<file path="src/rtl/arb_pkg.sv">
// Shared types and helpers for the arbiter requester front-end.
package arb_pkg;

  localparam int REQ_NUM_DEF = 4;
  localparam int LEN_W_DEF   = 4;
  localparam int LEN_MAX     = 16;

  typedef enum logic [1:0] {
    IDLE,
    REQ,
    XFER
  } client_state_e;

  // The length field is sized for the widest supported job; unused upper bits stay zero.
  typedef struct packed {
    logic               valid;
    logic [LEN_MAX-1:0] len;
  } slot_t;

  function automatic int unsigned count_ones(input logic [31:0] v);
    int unsigned n;
    n = 0;
    for (int i = 0; i < 32; i++) n = n + {31'b0, v[i]};
    return n;
  endfunction

endpackage

</file>
<file path="src/rtl/arb_req_client.sv">
// One requester client: IDLE/REQ/XFER state machine, one-deep pending slot,
// active job length and remaining-beat counter.
module arb_req_client
  import arb_pkg::*;
#(
  parameter int LEN_W = LEN_W_DEF
) (
  input  logic             clk,
  input  logic             rst_n,
  input  logic             accept,
  input  logic [LEN_W-1:0] job_len,
  input  logic             grant,
  output logic             slot_free,
  output logic             req,
  output logic             busy,
  output logic             done
);

  client_state_e      state;
  slot_t              slot;
  logic               act_pending;
  logic [LEN_MAX-1:0] active_len;
  logic [LEN_MAX:0]   remaining;
  logic               last_beat;
  logic               load_slot;
  logic               to_active;

  // A job offered to an idle client with nothing queued bypasses the slot.
  always_comb begin
    last_beat = (state == XFER) && grant && (remaining == (LEN_MAX+1)'(1));
    load_slot = slot.valid && (((state == IDLE) && !act_pending) || last_beat);
    to_active = accept && (state == IDLE) && !act_pending && !slot.valid;
  end

  assign slot_free = !slot.valid;

  always_ff @(posedge clk or negedge rst_n) begin
    if (!rst_n) begin
      state       <= IDLE;
      slot        <= '0;
      act_pending <= 1'b0;
      active_len  <= '0;
      remaining   <= '0;
      req         <= 1'b0;
      busy        <= 1'b0;
      done        <= 1'b0;
    end else begin
      done <= 1'b0;
      case (state)
        IDLE: begin
          if (act_pending || slot.valid) begin
            state       <= REQ;
            req         <= 1'b1;
            act_pending <= 1'b0;
          end
        end
        REQ: begin
          if (grant) begin
            state     <= XFER;
            busy      <= 1'b1;
            remaining <= {1'b0, active_len} + (LEN_MAX+1)'(1);
          end
        end
        XFER: begin
          if (last_beat) begin
            done <= 1'b1;
            busy <= 1'b0;
            if (slot.valid) begin
              state <= REQ;
            end else begin
              state <= IDLE;
              req   <= 1'b0;
            end
          end else if (grant) begin
            remaining <= remaining - (LEN_MAX+1)'(1);
          end
        end
        default: begin
          state <= IDLE;
          req   <= 1'b0;
          busy  <= 1'b0;
        end
      endcase

      if (load_slot) active_len <= slot.len;
      if (to_active) begin
        active_len  <= LEN_MAX'(job_len);
        act_pending <= 1'b1;
      end

      // A new accept wins over the slot being drained in the same cycle.
      if (accept && !to_active) begin
        slot.valid <= 1'b1;
        slot.len   <= LEN_MAX'(job_len);
      end else if (load_slot) begin
        slot.valid <= 1'b0;
      end
    end
  end

endmodule

</file>
<file path="src/rtl/arb_req_gen.sv">
// Requester front-end for the fixed-priority arbiter: job routing, grant protocol
// checking and, when ARB_REQ_GEN_STATS_EN is defined, a preemption counter.
module arb_req_gen
  import arb_pkg::*;
#(
  parameter int REQ_NUM = REQ_NUM_DEF,
  parameter int LEN_W   = LEN_W_DEF,
  parameter int STAT_W  = 16,
  localparam int CW     = (REQ_NUM > 1) ? $clog2(REQ_NUM) : 1
) (
  input  logic               clk,
  input  logic               rst_n,
  input  logic               job_valid,
  input  logic [CW-1:0]      job_client,
  input  logic [LEN_W-1:0]   job_len,
  output logic               job_ready,
  input  logic [REQ_NUM-1:0] grant,
  output logic [REQ_NUM-1:0] req,
  output logic [REQ_NUM-1:0] busy,
  output logic [REQ_NUM-1:0] done,
  output logic               err,
  output logic [STAT_W-1:0]  stat_preempt
);

  logic [REQ_NUM-1:0] slot_free;
  logic [REQ_NUM-1:0] accept;
  logic [REQ_NUM-1:0] req_q;
  logic               in_range;
  logic               grant_bad;

  assign in_range  = {1'b0, job_client} < (CW+1)'(REQ_NUM);
  assign job_ready = in_range && slot_free[job_client];

  for (genvar i = 0; i < REQ_NUM; i++) begin : g_client
    assign accept[i] = job_valid && in_range && slot_free[i] && (job_client == CW'(i));

    arb_req_client #(
      .LEN_W(LEN_W)
    ) u_client (
      .clk      (clk),
      .rst_n    (rst_n),
      .accept   (accept[i]),
      .job_len  (job_len),
      .grant    (grant[i]),
      .slot_free(slot_free[i]),
      .req      (req[i]),
      .busy     (busy[i]),
      .done     (done[i])
    );
  end

  // The arbiter registers its grant, so a grant is legal against last cycle's req.
  assign grant_bad = (count_ones(32'(grant)) > 1) || (|(grant & ~req_q));

  always_ff @(posedge clk or negedge rst_n) begin
    if (!rst_n) begin
      req_q <= '0;
      err   <= 1'b0;
    end else begin
      req_q <= req;
      if (grant_bad) err <= 1'b1;
    end
  end

`ifdef ARB_REQ_GEN_STATS_EN
  logic [REQ_NUM-1:0] grant_q;
  logic [REQ_NUM-1:0] preempt;
  logic [STAT_W:0]    stat_sum;
  logic [STAT_W-1:0]  stat_cnt;

  always_comb begin
    preempt  = busy & grant_q & ~grant;
    stat_sum = {1'b0, stat_cnt} + (STAT_W+1)'(count_ones(32'(preempt)));
  end

  always_ff @(posedge clk or negedge rst_n) begin
    if (!rst_n) begin
      grant_q  <= '0;
      stat_cnt <= '0;
    end else begin
      grant_q  <= grant;
      stat_cnt <= stat_sum[STAT_W] ? '1 : stat_sum[STAT_W-1:0];
    end
  end

  assign stat_preempt = stat_cnt;
`else
  assign stat_preempt = '0;
`endif

endmodule

</file>
<file path="config.mk">
export PLATFORM = sky130hd
export DESIGN_NAME = arb_req_gen
export DESIGN_NICKNAME = d
export VERILOG_FILES = /design/src/rtl/arb_pkg.sv /design/src/rtl/arb_req_client.sv /design/src/rtl/arb_req_gen.sv
export SDC_FILE = /design/constraint.sdc
export NUM_CORES = 1
export LEC_CHECK = 0
export BUFFER_PORTS_ARGS = -buffer_cell sky130_fd_sc_hd__buf_4
export CORE_MARGIN = 3
export CORE_UTILIZATION = 56
export CTS_CLUSTER_DIAMETER = 150
export DETAILED_ROUTE_END_ITERATION = 10
export PLACE_DENSITY = 0.8
export SLEW_MARGIN = 20
export SYNTH_ARGS = -nofsm -noshare
export SYNTH_HDL_FRONTEND = slang
export SYNTH_SLANG_ARGS = --single-unit
</file>
<file path="constraint.sdc">
create_clock -name clk -period 2.41 [get_ports clk]
set_input_delay 0.482 -clock clk [delete_from_list [all_inputs] [get_ports clk]]
set_output_delay 0.482 -clock clk [all_outputs]
set_load 0.03 [all_outputs]
</file>
* Yosys cells after proc, flatten, opt, wreduce, memory -nomap -nowiden
Index checks and enable logic that the tools add are counted.
** Word-level totals
- Register bits after elaboration :: 181
- Bits of input ports :: 13
- Output and inout bits :: 30
- Logic and storage cells :: 309
** Cells by class
- Add/sub/neg operators :: 11
- Magnitude comparators :: 2
- Eq/ne operators :: 39
- Mux-type cells :: 102
- Bitwise logic cells :: 10
- Reduce and logical (&&, ||, !) cells :: 107
** Operators with widths (number)
- 17-bit two-way mux :: 12
- 17-bit case mux with 2 select lines :: 4
- 16-bit two-way mux :: 8
- 16-bit by 1-bit adder with 17-bit output (second input constant) :: 4
- 17-bit by 1-bit == test with 1-bit output (second input constant) :: 4
- 17-bit by 1-bit subtractor with 17-bit output (second input constant) :: 4
- 1-bit two-way mux :: 53
- 1-bit logical AND :: 40
- 2-bit inequality test (second input constant) :: 20
- 2-bit nonzero test :: 20
- 4-bit AND reduction :: 8
- 2-bit two-way mux :: 12
- 1-bit case mux with 3 select lines :: 8
- 2-bit case mux with 3 select lines :: 4
- 3-bit AND reduction :: 8
- 2-bit == test (second input constant) :: 6
- 1-bit logical NOT :: 12
- 2-bit by 1-bit == test with 1-bit output (second input constant) :: 5
- 2-bit logical NOT :: 5
- 1-bit logical OR :: 9
- 2-bit by 1-bit inequality test with 1-bit output (second input constant) :: 4
- 1-bit NOT :: 8
- 2-bit AND reduction :: 4
- 3-bit by 1-bit adder with 4-bit output :: 1
- 8 further kinds :: 8

* Longest topological paths before layout
Gate-level depths: netlist of run 1.
- Depth after elaboration :: 9
- Depth in mapped cells :: 10
- Depth with buffers taken out :: 8

* Hierarchy
From an unflattened synthesis of run 1, not the netlist that was laid out.
** Unflattened totals
- Cells, all modules :: 773
- Area total of the unflattened synthesis :: 7549.7 um2
** Modules (own cells, without submodules)
- arb_req_client at g_client[1].u_client ... :: instances 2, cells each 180, area an instance 1757.9 um2, seq. area each 800.8 um2
- arb_req_client at g_client[0].u_client :: instances 1, cells each 195, area an instance 1885.6 um2, seq. area each 800.8 um2
- arb_req_client at g_client[3].u_client :: instances 1, cells each 182, area an instance 1770.4 um2, seq. area each 800.8 um2
- arb_req_gen :: instances 1, cells each 36, area an instance 377.9 um2, seq. area each 125.1 um2

* Worst setup path after synthesis of run 1
Ideal clock, no wire load.
- Path kind :: reg2reg
- From :: reg g_client[0].u_client.remaining[1]
- To :: reg g_client[0].u_client.active_len[0]
- Setup time :: 0.125 ns
- Arrival :: 2.147 ns
- Data required time :: 2.285 ns
- Path slack :: 0.139 ns
- Cell stages (with the launch flop) :: 8
- Buffers on the path :: 0
- Clock period less this slack :: 2.271 ns
- Cells stage by stage :: dfrtp_1 > inv_1 > ha_1 > or4bb_1 > nor4_2 > nand3_1 > nand2_1 > mux2_2
** Between the ends
- Longest elaborated chain between the ends :: 5
** RTL lines
- from (decl) :: RTL line arb_req_client.sv:23 : logic [LEN_MAX:0] remaining;
- from (signal assigned) :: RTL line arb_req_client.sv:61 : remaining <= {1'b0, active_len} + (LEN_MAX+1)'(1);
- from (signal assigned) :: RTL line arb_req_client.sv:75 : remaining <= remaining - (LEN_MAX+1)'(1);
- 17-bit by 1-bit == test with 1-bit output :: RTL line arb_req_client.sv:30 : last_beat = (state == XFER) && grant && (remaining == (LEN_MAX+1)'(1));
- 1-bit logical AND :: RTL line arb_req_client.sv:30
- 1-bit logical OR :: RTL line arb_req_client.sv:31 : load_slot = slot.valid && (((state == IDLE) && !act_pending) || last_beat);
- 1-bit logical AND :: RTL line arb_req_client.sv:31
- 2-bit nonzero test (no line)
- to (signal assigned) :: RTL line arb_req_client.sv:85 : if (load_slot) active_len <= slot.len;
- to (signal assigned) :: RTL line arb_req_client.sv:87 : active_len <= LEN_MAX'(job_len);
- to (decl) :: RTL line arb_req_client.sv:22 : logic [LEN_MAX-1:0] active_len;
No other way between the ends.
A chain may end at the register's enable or synchronous reset.

* Worst setup path in the final report of run 1
- From :: reg g_client[0].u_client.remaining[1]
- To :: reg g_client[0].u_client.active_len[1]
Same word-level chain as after synthesis.

==> results.md, run 1 <==
| Stage | Metric | This run |
| --- | --- | --- |
| layout | P&R area growth vs syn | 13.0% |
| clock network | Buffer cell driving the clock tree root | sky130_fd_sc_hd__clkbuf_16 |
| global route | Global-route wire length before repair | 28,400 um |
| run status | Result of the run | finished clean |
| logic synthesis | Share of flip-flops with an asynchronous set or reset | 100% |
| critical path | Category of cells accounting for the largest share of critical-path delay | simple AND/OR/NAND/NOR gates |
| clock network | Deepest level of the CTS H-tree | 4 |
| die | Die span in y | 121 um |
| sta | Setup violators final | 0 |
| place | HPWL after detailed placement | 11,500 um |
| power and ir drop | Clk network pwr share | 23.9% |
| power and ir drop | Maximum VDD drop | 0.756 mV |
| critical path | Crit path buffers/inverters | 2 |
| global route | Grt total ovfl | 0 |
| clock network | Clk_lat worst skew | 430 ps |
| power and ir drop | Relative contribution of combinational cells to total power | 40.8% |
| die | Die area | 0.0146 mm2 |
| detailed routing | DR WL/cell | 16.9 um |
| power and ir drop | Sum of internal, switching and leakage power | 11.6 mW |
| place | Number of port buffers | 26 |
| critical path | Standard cell with the maximum stage delay on the critical path | sky130_fd_sc_hd__or4bb_4 |
| detailed routing | DRC violation count after routing | 0 |
| critical path | Worst path required time | 2720 ps |
| sta | FMAX | 0.431 GHz |
| power and ir drop | P_leak | 3.60 nW |
| logic synthesis | Cell types with the largest area share after synthesis | sky130_fd_sc_hd__dfrtp_1, sky130_fd_sc_hd__mux2_2, sky130_fd_sc_hd__o21ai_0 |
| logic synthesis | Number of different library cells in the post-synthesis netlist | 77 |
| die | Top-level I/O count | 43 |
| global route | Pin count of the biggest net entering global routing | 49 |
| critical path | Sort of element at the end of the critical path | flop |
| die | Die W | 121 um |
| clock network | Total clock buffers created by CTS | 17 |
| logic synthesis | XOR/XNOR share of the synthesized area | 2.84% |
| logic synthesis | Most frequent cells after synthesis | sky130_fd_sc_hd__dfrtp_1, sky130_fd_sc_hd__nor2_1, sky130_fd_sc_hd__o21ai_0 |
| sta | Final-layout worst hold slack | 19.7 ps |
| worst hold path | Class of the most critical hold timing path | input port to asynchronous set/reset pin |
| critical path | Maximum single-stage delay on the critical path | 570 ps |
| logic synthesis | Share of the synthesized area in compound gates (AO/OA/AOI/OAI) | 16.1% |
| place | Area after detailed placement | 0.00770 mm2 |
| critical path | Critical Path, Cell by Cell | inv_2 -> ha_1 -> or4bb_4 -> nor4_4 -> buf_4 -> nand3_1 -> nand2_2 -> mux2_2 |
| sta | Slew headroom | 49.3% |
| critical path | Critical register-to-register path startpoint | g_client[0].u_client.remaining[1] |
| logic synthesis | Main combinational cell family by area after synthesis | simple AND/OR/NAND/NOR gates |
| logic synthesis | Fraction of post-synthesis cell area in the top cell type by area | 44.9% |
| sta | Final hold vios | 0 |
| clock network | Maximum buffer depth of the clock tree | 2 |
| critical path | Data arrival time at the worst-slack endpoint | 2630 ps |
| detailed routing | First-iteration detailed-routing DRC count | 565 |
| detailed routing | Via/cell ratio | 6.07 |
| sta | Share of the cycle needed by the critical path after routing | 96.2% |
| power and ir drop | Fraction of power spent switching nets | 40.1% |
| logic synthesis | Share of cell area taken by muxes after synthesis | 6.11% |
| sta | Crit path time final | 2320 ps |
| critical path | Source of the critical timing path | g_client[0].u_client.remaining[1] |
| critical path | Largest fanout on the critical path | 6 |
| detailed routing | DRT antenna net count | 0 |
| logic synthesis | Syn Area/Cell | 9.46 um2 |
| logic synthesis | Number of standard cells after synthesis | 783 |
| sta | Transition time at the pin with the least slew margin | 758 ps |
| die | Core Area | 0.0128 mm2 |
| sta | Setup repair after global routing missed its margin | false |
| logic synthesis | Most area-hungry cell type in the Yosys netlist | sky130_fd_sc_hd__dfrtp_1 |
| power and ir drop | Power Internal | 6.98 mW |
| logic synthesis | Count leader, synth | sky130_fd_sc_hd__dfrtp_1 |
| logic synthesis | Post-synthesis simple-gate area fraction | 21.3% |
| global route | Antenna violations before repair | 0 |
| sta | Worst setup slack after layout | 91.1 ps |
| logic synthesis | Number of enable flip-flop cells after synthesis | 0 |
| logic synthesis | Yosys Warn Count | 0 |
| die | # rows | 41 |
| layout | Layout Nets | 832 |
| detailed routing | Routed wire length | 16,800 um |
| power and ir drop | Sequential fraction of design power | 35.3% |
| sta | Post-Route Skew | 6.99 ps |
| die | Initial Util | 58.0% |
| critical path | Kind of launch point of the worst setup path | flop |
| power and ir drop | Cell Pwr Density | 1390 mW/mm2 |
| layout | Summed area of non-filler cells in the final layout | 0.00837 mm2 |
| job | Max-Cap Viols | 0 |
| clock network | CTS tree | built |
| logic synthesis | Primary FF master, synth | sky130_fd_sc_hd__dfrtp_1 |
| sta | Number of slew-limit violations in the final report | 0 |
| clock network | Number of sinks on the clock net | 133 |
| logic synthesis | Number of synthesized register bits | 133 |
| power and ir drop | Switching component of the power | 4.66 mW |
| clock network | Clock slew at the register clock pins of the worst setup and hold paths | 60 ps |
| detailed routing | Total via count in the routed design | 6,020 |
| place | Post-placement setup slack | -7.41 ps |
| logic synthesis | Adder-Cell Fraction of Synth Area | 2.30% |
| detailed routing | Number of detailed-routing iterations run before antenna repair | 5 |
| logic synthesis | Post-synthesis sequential area ratio | 44.9% |
| logic synthesis | Mapped Area | 0.00741 mm2 |
| global route | All-Layer GR Usage | 24.2% |
| critical path | Classification of the worst setup path | flop to flop |
| layout | Share of post-route cells with drive strength above 1 | 17.8% |
| layout | ANT cells | 0 |
| global route | Via count of the first global-routing pass | 5,988 |
| place | Placer's final routability congestion estimate | 0.869 |
-- cells by family after synthesis --
logic type,count (synthesis)
xor gates and xnor gates,24
AOI/OAI and AO/OA,189
and+or+nand+nor,293
adders and majority gates,13
muxes,40
other,1
DFF,133
buffers and inverters,90
-- flip-flops by register name, summed over array words and instances (netlist names) --
register                       flops
g_client.u_client.remaining       68
g_client.u_client.state            8
g_client.u_client.done             4
g_client.u_client.act_pending      4
g_client.u_client.busy             4
g_client.u_client.active_len      16
g_client.u_client.req              4
g_client.u_client.slot            20
req_q                              4
err                                1
-- path summary, 6_finish.rpt --
path,endpoint,slack [ps],depth (start not counted)
max,g_client[0].u_client.active_len[1],90,8
min,g_client[1].u_client.remaining[7],20,1
max reg2reg,g_client[0].u_client.active_len[1],90,8
min reg2reg,req_q[0],460,0
max in group asynchronous,g_client[3].u_client.remaining[15],1640,2
min in group clk,g_client[1].u_client.state[1],340,3
-- cell usage in the layout (no fill, tap or decap), types with 17 or more instances in the layout --
cell type / instances
sky130_fd_sc_hd__a21oi_1: 51
sky130_fd_sc_hd__buf_4: 52
sky130_fd_sc_hd__clkbuf_16: 17
sky130_fd_sc_hd__dfrtp_1: 133
sky130_fd_sc_hd__inv_1: 25
sky130_fd_sc_hd__mux2_2: 32
sky130_fd_sc_hd__nand2_1: 46
sky130_fd_sc_hd__nand2b_1: 19
sky130_fd_sc_hd__nand3_1: 21
sky130_fd_sc_hd__nor2_1: 73
sky130_fd_sc_hd__nor3_1: 30
sky130_fd_sc_hd__o21ai_0: 61
sky130_fd_sc_hd__or3_1: 24
sky130_fd_sc_hd__xnor2_1: 20
-- repair_timing --
item | in CTS | in global routing
hold buffers | 0 | 0
endpoints found under the setup margin | 4 | 10
pin swaps | 0 | 1
setup buffers | 0 | 1
gates resized for setup | 3 | 3
gates cloned | 0 | 0
-- per-stage QoR --
step | utilization (%) | std cells | TNS (ps)
6_report | 65.5 | 991 | 0
5_1_grt | 65.5 | 991 | 0
4_1_cts | 65.3 | 990 | 0
3_5_place_dp | 60.3 | 958 | -19.0
3_3_place_gp | 60.3 | 958 | 0
2_1_floorplan | - | 798 | 0
-- layer usage --
layer  track usage [%]  up-vias  part of all wire (%)
met4              9.63        0                   1.7
met2              39.2      150                    49
met3              6.43       28                   4.6
li1                  -     2850                     -
met5                 0        -                     0
met1              31.0     2992                    45
-- power by group through the flow --
stage,clock network [mW],registers (mW),logic (mW)
after global placement,0,4.04,4.34
after detailed placement,0,4.10,4.56
after global routing,2.92,4.24,5.28
after CTS,2.81,4.09,4.65
final,2.78,4.11,4.75
after floorplan,0,3.75,3.75
-- layout make-up --
| type | instances | area, um2 |
|---|---|---|
| timing repair buffer | 53 | 410 |
| clock inverter | 11 | 175 |
| multi-input combinational | 575 | 3680 |
| inverter | 26 | 97.6 |
| clock buffer | 21 | 460 |
| tap | 172 | 215 |
| sequential | 133 | 3330 |
| fill | 970 | 4410 |
-- worst reg2reg max path: stages (launching register included) --
cell,delay [ps]
sky130_fd_sc_hd__dfrtp_1,380
sky130_fd_sc_hd__inv_2,80
sky130_fd_sc_hd__ha_1,140
sky130_fd_sc_hd__or4bb_4,570
sky130_fd_sc_hd__nor4_4,270
sky130_fd_sc_hd__buf_4,180
sky130_fd_sc_hd__nand3_1,90
sky130_fd_sc_hd__nand2_2,130
sky130_fd_sc_hd__mux2_2,350
(Power assumes the default switching activity.)
==> run 2: changes to the inputs <==
--- a/config.mk
+++ b/config.mk
@@ -14,4 +14,5 @@
 export SLEW_MARGIN = 20
 export SYNTH_ARGS = -nofsm -noshare
 export SYNTH_HDL_FRONTEND = slang
+export SYNTH_HIERARCHICAL = 1
 export SYNTH_SLANG_ARGS = --single-unit
==> results.md, run 2 <==
| Stage | Metric | This run | Change |
| --- | --- | --- | --- |
| run status | Result of the run | finished clean |  |
| logic synthesis | Share of flip-flops with an asynchronous set or reset | 100% | unchanged |
| layout | Most frequent standard cell in the layout excluding fill and tap cells | sky130_fd_sc_hd__dfrtp_1 |  |
| power and ir drop | Maximum VDD drop | 0.864 mV | +14% |
| layout | Largest reg by FF count | g_client.u_client/remaining |  |
| sta | Number of slew-limit violations in the final report | 0 | unchanged |
| layout | P&R area growth vs syn | 13.1% |  |
| logic synthesis | Number of different library cells in the post-synthesis netlist | 80 | +3.9% |
| power and ir drop | P_leak | 3.75 nW | +4.3% |
| logic synthesis | Primary FF master, synth | sky130_fd_sc_hd__dfrtp_1 |  |
| power and ir drop | Clk network pwr share | 23.1% | -0.8 points |
| job | Max-Cap Viols | 0 | unchanged |
| clock network | Buffer cell driving the clock tree root | sky130_fd_sc_hd__clkbuf_16 |  |
| layout | Layout Nets | 832 | unchanged |
| sta | Share of the cycle needed by the critical path after routing | 95.3% | -0.92 points |
| power and ir drop | Power Internal | 7.11 mW | +1.9% |
| detailed routing | Number of detailed-routing iterations run before antenna repair | 5 | unchanged |
| sta | Worst setup slack after layout | 113 ps | +22.3 ps |
| clock network | Maximum buffer depth of the clock tree | 2 | unchanged |
| global route | Global-route wire length before repair | 28,600 um | +0.66% |
| critical path | Data arrival time at the worst-slack endpoint | 1810 ps | -820 ps |
| die | Core Area | 0.0129 mm2 | +0.80% |
| logic synthesis | Cell types with the largest area share after synthesis | sky130_fd_sc_hd__dfrtp_1, sky130_fd_sc_hd__nor2_1, sky130_fd_sc_hd__a21oi_1 |  |
| clock network | CTS tree | built |  |
| detailed routing | DR WL/cell | 16.9 um | -0.50% |
| clock network | Deepest level of the CTS H-tree | 4 | unchanged |
| critical path | Classification of the worst setup path | flop to output pin |  |
| power and ir drop | Relative contribution of combinational cells to total power | 41.5% | +0.7 points |
| sta | Post-Route Skew | 5.21 ps | -1.78 ps |
| die | Die area | 0.0149 mm2 | +1.8% |
| detailed routing | Total via count in the routed design | 6,116 | +1.6% |
| sta | FMAX | 0.435 GHz | +0.97% |
| place | HPWL after detailed placement | 11,400 um | -0.87% |
| layout | ANT cells | 0 | unchanged |
| detailed routing | DRC violation count after routing | 0 | unchanged |
| critical path | Worst path required time | 1930 ps | -790 ps |
| logic synthesis | Post-synthesis sequential area ratio | 44.1% | -0.84 points |
| layout | Summed area of non-filler cells in the final layout | 0.00854 mm2 | +2.1% |
| logic synthesis | Count leader, synth | sky130_fd_sc_hd__dfrtp_1 |  |
| sta | Transition time at the pin with the least slew margin | 754 ps | -3.51 ps |
| worst hold path | Class of the most critical hold timing path | input port to flop |  |
| die | Die W | 122 um | +0.90% |
| die | Top-level I/O count | 43 | unchanged |
| clock network | Number of sinks on the clock net | 133 | unchanged |
| detailed routing | DRT antenna net count | 0 | unchanged |
| layout | Most frequent cells in the layout | sky130_fd_sc_hd__dfrtp_1, sky130_fd_sc_hd__nor2_1, sky130_fd_sc_hd__nand2_1 |  |
| clock network | Clock slew at the register clock pins of the worst setup and hold paths | 60 ps | about the same |
| sta | Setup violators final | 0 | unchanged |
| place | Placer's final routability congestion estimate | 0.905 | +4.1% |
| logic synthesis | Most frequent cells after synthesis | sky130_fd_sc_hd__dfrtp_1, sky130_fd_sc_hd__nor2_1, sky130_fd_sc_hd__nand2_1 |  |
| global route | Grt total ovfl | 0 | unchanged |
| logic synthesis | Mapped Area | 0.00755 mm2 | +1.9% |
| logic synthesis | Number of synthesized register bits | 133 | unchanged |
| power and ir drop | Fraction of power spent switching nets | 40.7% | +0.59 points |
| place | Area after detailed placement | 0.00790 mm2 | +2.5% |
| logic synthesis | Number of enable flip-flop cells after synthesis | 0 | unchanged |
| critical path | Kind of launch point of the worst setup path | flop |  |
| logic synthesis | Syn Area/Cell | 9.77 um2 | +3.2% |
| critical path | Maximum single-stage delay on the critical path | 520 ps | -50 ps |
| power and ir drop | Switching component of the power | 4.87 mW | +4.4% |
| critical path | Standard cell with the maximum stage delay on the critical path | sky130_fd_sc_hd__mux4_2 |  |
| clock network | Total clock buffers created by CTS | 17 | unchanged |
| sta | Setup repair after global routing missed its margin | false |  |
| sta | Crit path time final | 2300 ps | -22.3 ps |
| logic synthesis | Most area-hungry cell type in the Yosys netlist | sky130_fd_sc_hd__dfrtp_1 |  |
| sta | Slew headroom | 49.5% | +0.24 points |
| global route | Via count of the first global-routing pass | 6,056 | +1.1% |
| layout | Final std cells w/o fill | 991 | unchanged |
| place | Number of port buffers | 26 | unchanged |
| critical path | Largest fanout on the critical path | 10 | +4 |
| die | Die span in y | 122 um | +0.90% |
| place | Number of placed instances, taps included | 958 | unchanged |
| sta | Final hold vios | 0 | unchanged |
| global route | Antenna violations before repair | 0 | unchanged |
| logic synthesis | Yosys Warn Count | 6 | +6 |
| layout | Number of flip-flops in the largest register | 68 | unchanged |
| detailed routing | Routed wire length | 16,700 um | -0.50% |
| logic synthesis | Number of standard cells after synthesis | 773 | -1.3% |
| die | # rows | 41 | unchanged |
| critical path | Critical Path, Cell by Cell | inv_1 -> mux4_2 -> buf_4 |  |
| die | Initial Util | 58.6% | +0.64 points |
| logic synthesis | Fraction of post-synthesis cell area in the top cell type by area | 44.1% | -0.84 points |
| detailed routing | Via/cell ratio | 6.17 | +1.6% |
| power and ir drop | Cell Pwr Density | 1400 mW/mm2 | +0.80% |
| detailed routing | First-iteration detailed-routing DRC count | 474 | -16% |
| clock network | Clk_lat worst skew | 420 ps | about the same |
| power and ir drop | Sum of internal, switching and leakage power | 12.0 mW | +2.9% |
| power and ir drop | Sequential fraction of design power | 35.4% | about the same |
| layout | Registers with the most flip-flops | g_client.u_client/remaining x68, g_client.u_client/slot x20, g_client.u_client/active_len x16 |  |
| layout | Share of post-route cells with drive strength above 1 | 16.1% | -1.7 points |
| place | Post-placement setup slack | 287 ps | +294 ps |
| sta | Setup TNS | 0 ps | unchanged |
| critical path | Sort of element at the end of the critical path | output pin |  |
| global route | All-Layer GR Usage | 23.7% | -0.46 points |
| global route | Pin count of the biggest net entering global routing | 66 | +35% |
==> run 2: cell count changes in the layout (fill, tap and decap cells not counted), sizes merged, moves of 6 or more <==
cell and delta:
o21ai -21, mux2 -16, mux2i +11, nand2 +11
nor2 +8, xor2 +6, and2 -6, or3 -11
nor3 -18, buf -9, and3 +6
==> run 2: layer usage <==
layer / share of wire, % / vias to the layer above / track usage [%]
met5: 0 / - / 0
met4: 2.4 / 0 / 9.66
met3: 4.6 / 45 / 4.60
met2: 50 / 184 / 39.5
met1: 43 / 3009 / 30.6
li1: - / 2878 / -
==> run 2: path summary, 6_finish.rpt <==
check | from | end | slack (ps) | cells after the start
setup reg to reg | g_client[1].u_client/remaining[11] | g_client[1].u_client/active_len[0] | 250 | 5
max in group asynchronous | rst_n | g_client[1].u_client/remaining[8] | 1150 | 3
hold reg to reg | g_client[2].u_client/req | req_q[2] | 460 | 0
hold / removal | grant[2] | err | 360 | 2
min in group asynchronous | rst_n | g_client[2].u_client/remaining[6] | 530 | 2
setup / recovery | g_client[0].u_client/slot[16] | job_ready | 110 | 3
==> run 2: power by group through the flow <==
| stage | clock (mW) | sequential (mW) | combinational, mW |
|---|---|---|---|
| after floorplan | 0 | 3.96 | 3.89 |
| after CTS | 2.79 | 4.21 | 4.95 |
| after global routing | 2.89 | 4.40 | 5.52 |
| final | 2.76 | 4.24 | 4.98 |
| after detailed placement | 0 | 4.22 | 4.87 |
| after global placement | 0 | 4.16 | 4.65 |
==> run 2: repair_timing <==
action                    4_1_cts  5_1_grt
buffers inserted                0        0
hold endpoints to repair       25        0
resized for setup               0        0
hold buffers                    1        0
==> run 2: stage by stage <==
step,utilization (%),hold WS [ps]
2_1_floorplan,-,186
3_3_place_gp,61.3,421
3_5_place_dp,61.3,429
4_1_cts,66.3,350
5_1_grt,66.3,362
6_report,66.3,356
==> run 2: area by class of cell <==
| cell class | instances | area [um2] |
|---|---|---|
| Clock inverter | 9 | 148 |
| Sequential cell | 133 | 3330 |
| Clock buffer | 23 | 488 |
| Timing Repair Buffer | 45 | 353 |
| Tap cell | 172 | 215 |
| Multi-Input combinational cell | 578 | 3890 |
| Fill cell | 982 | 4330 |
| Inverter | 31 | 116 |
==> run 2: logic make-up (layout without fill, tap and decap cells) <==
group | after synthesis | count (layout) | share of synthesized area (%)
compound gates | 181 | 181 | 16.4
xor+xnor | 35 | 35 | 4.16
fa+ha+maj | 13 | 13 | 2.25
buf+inv | 77 | 108 | 5.09
flops | 133 | 133 | 44.1
mux | 35 | 35 | 5.07
other cells | 1 | 16 | 0.0497
simple gates | 298 | 298 | 22.9
==> run 2: worst max-delay path: cells and delay by family, from the launching register on <==
| family | cells | cell delay (ps) |
|---|---|---|
| multiplexers | 1 | 520 |
| flip-flops | 1 | 500 |
| buffers and inverters | 2 | 380 |
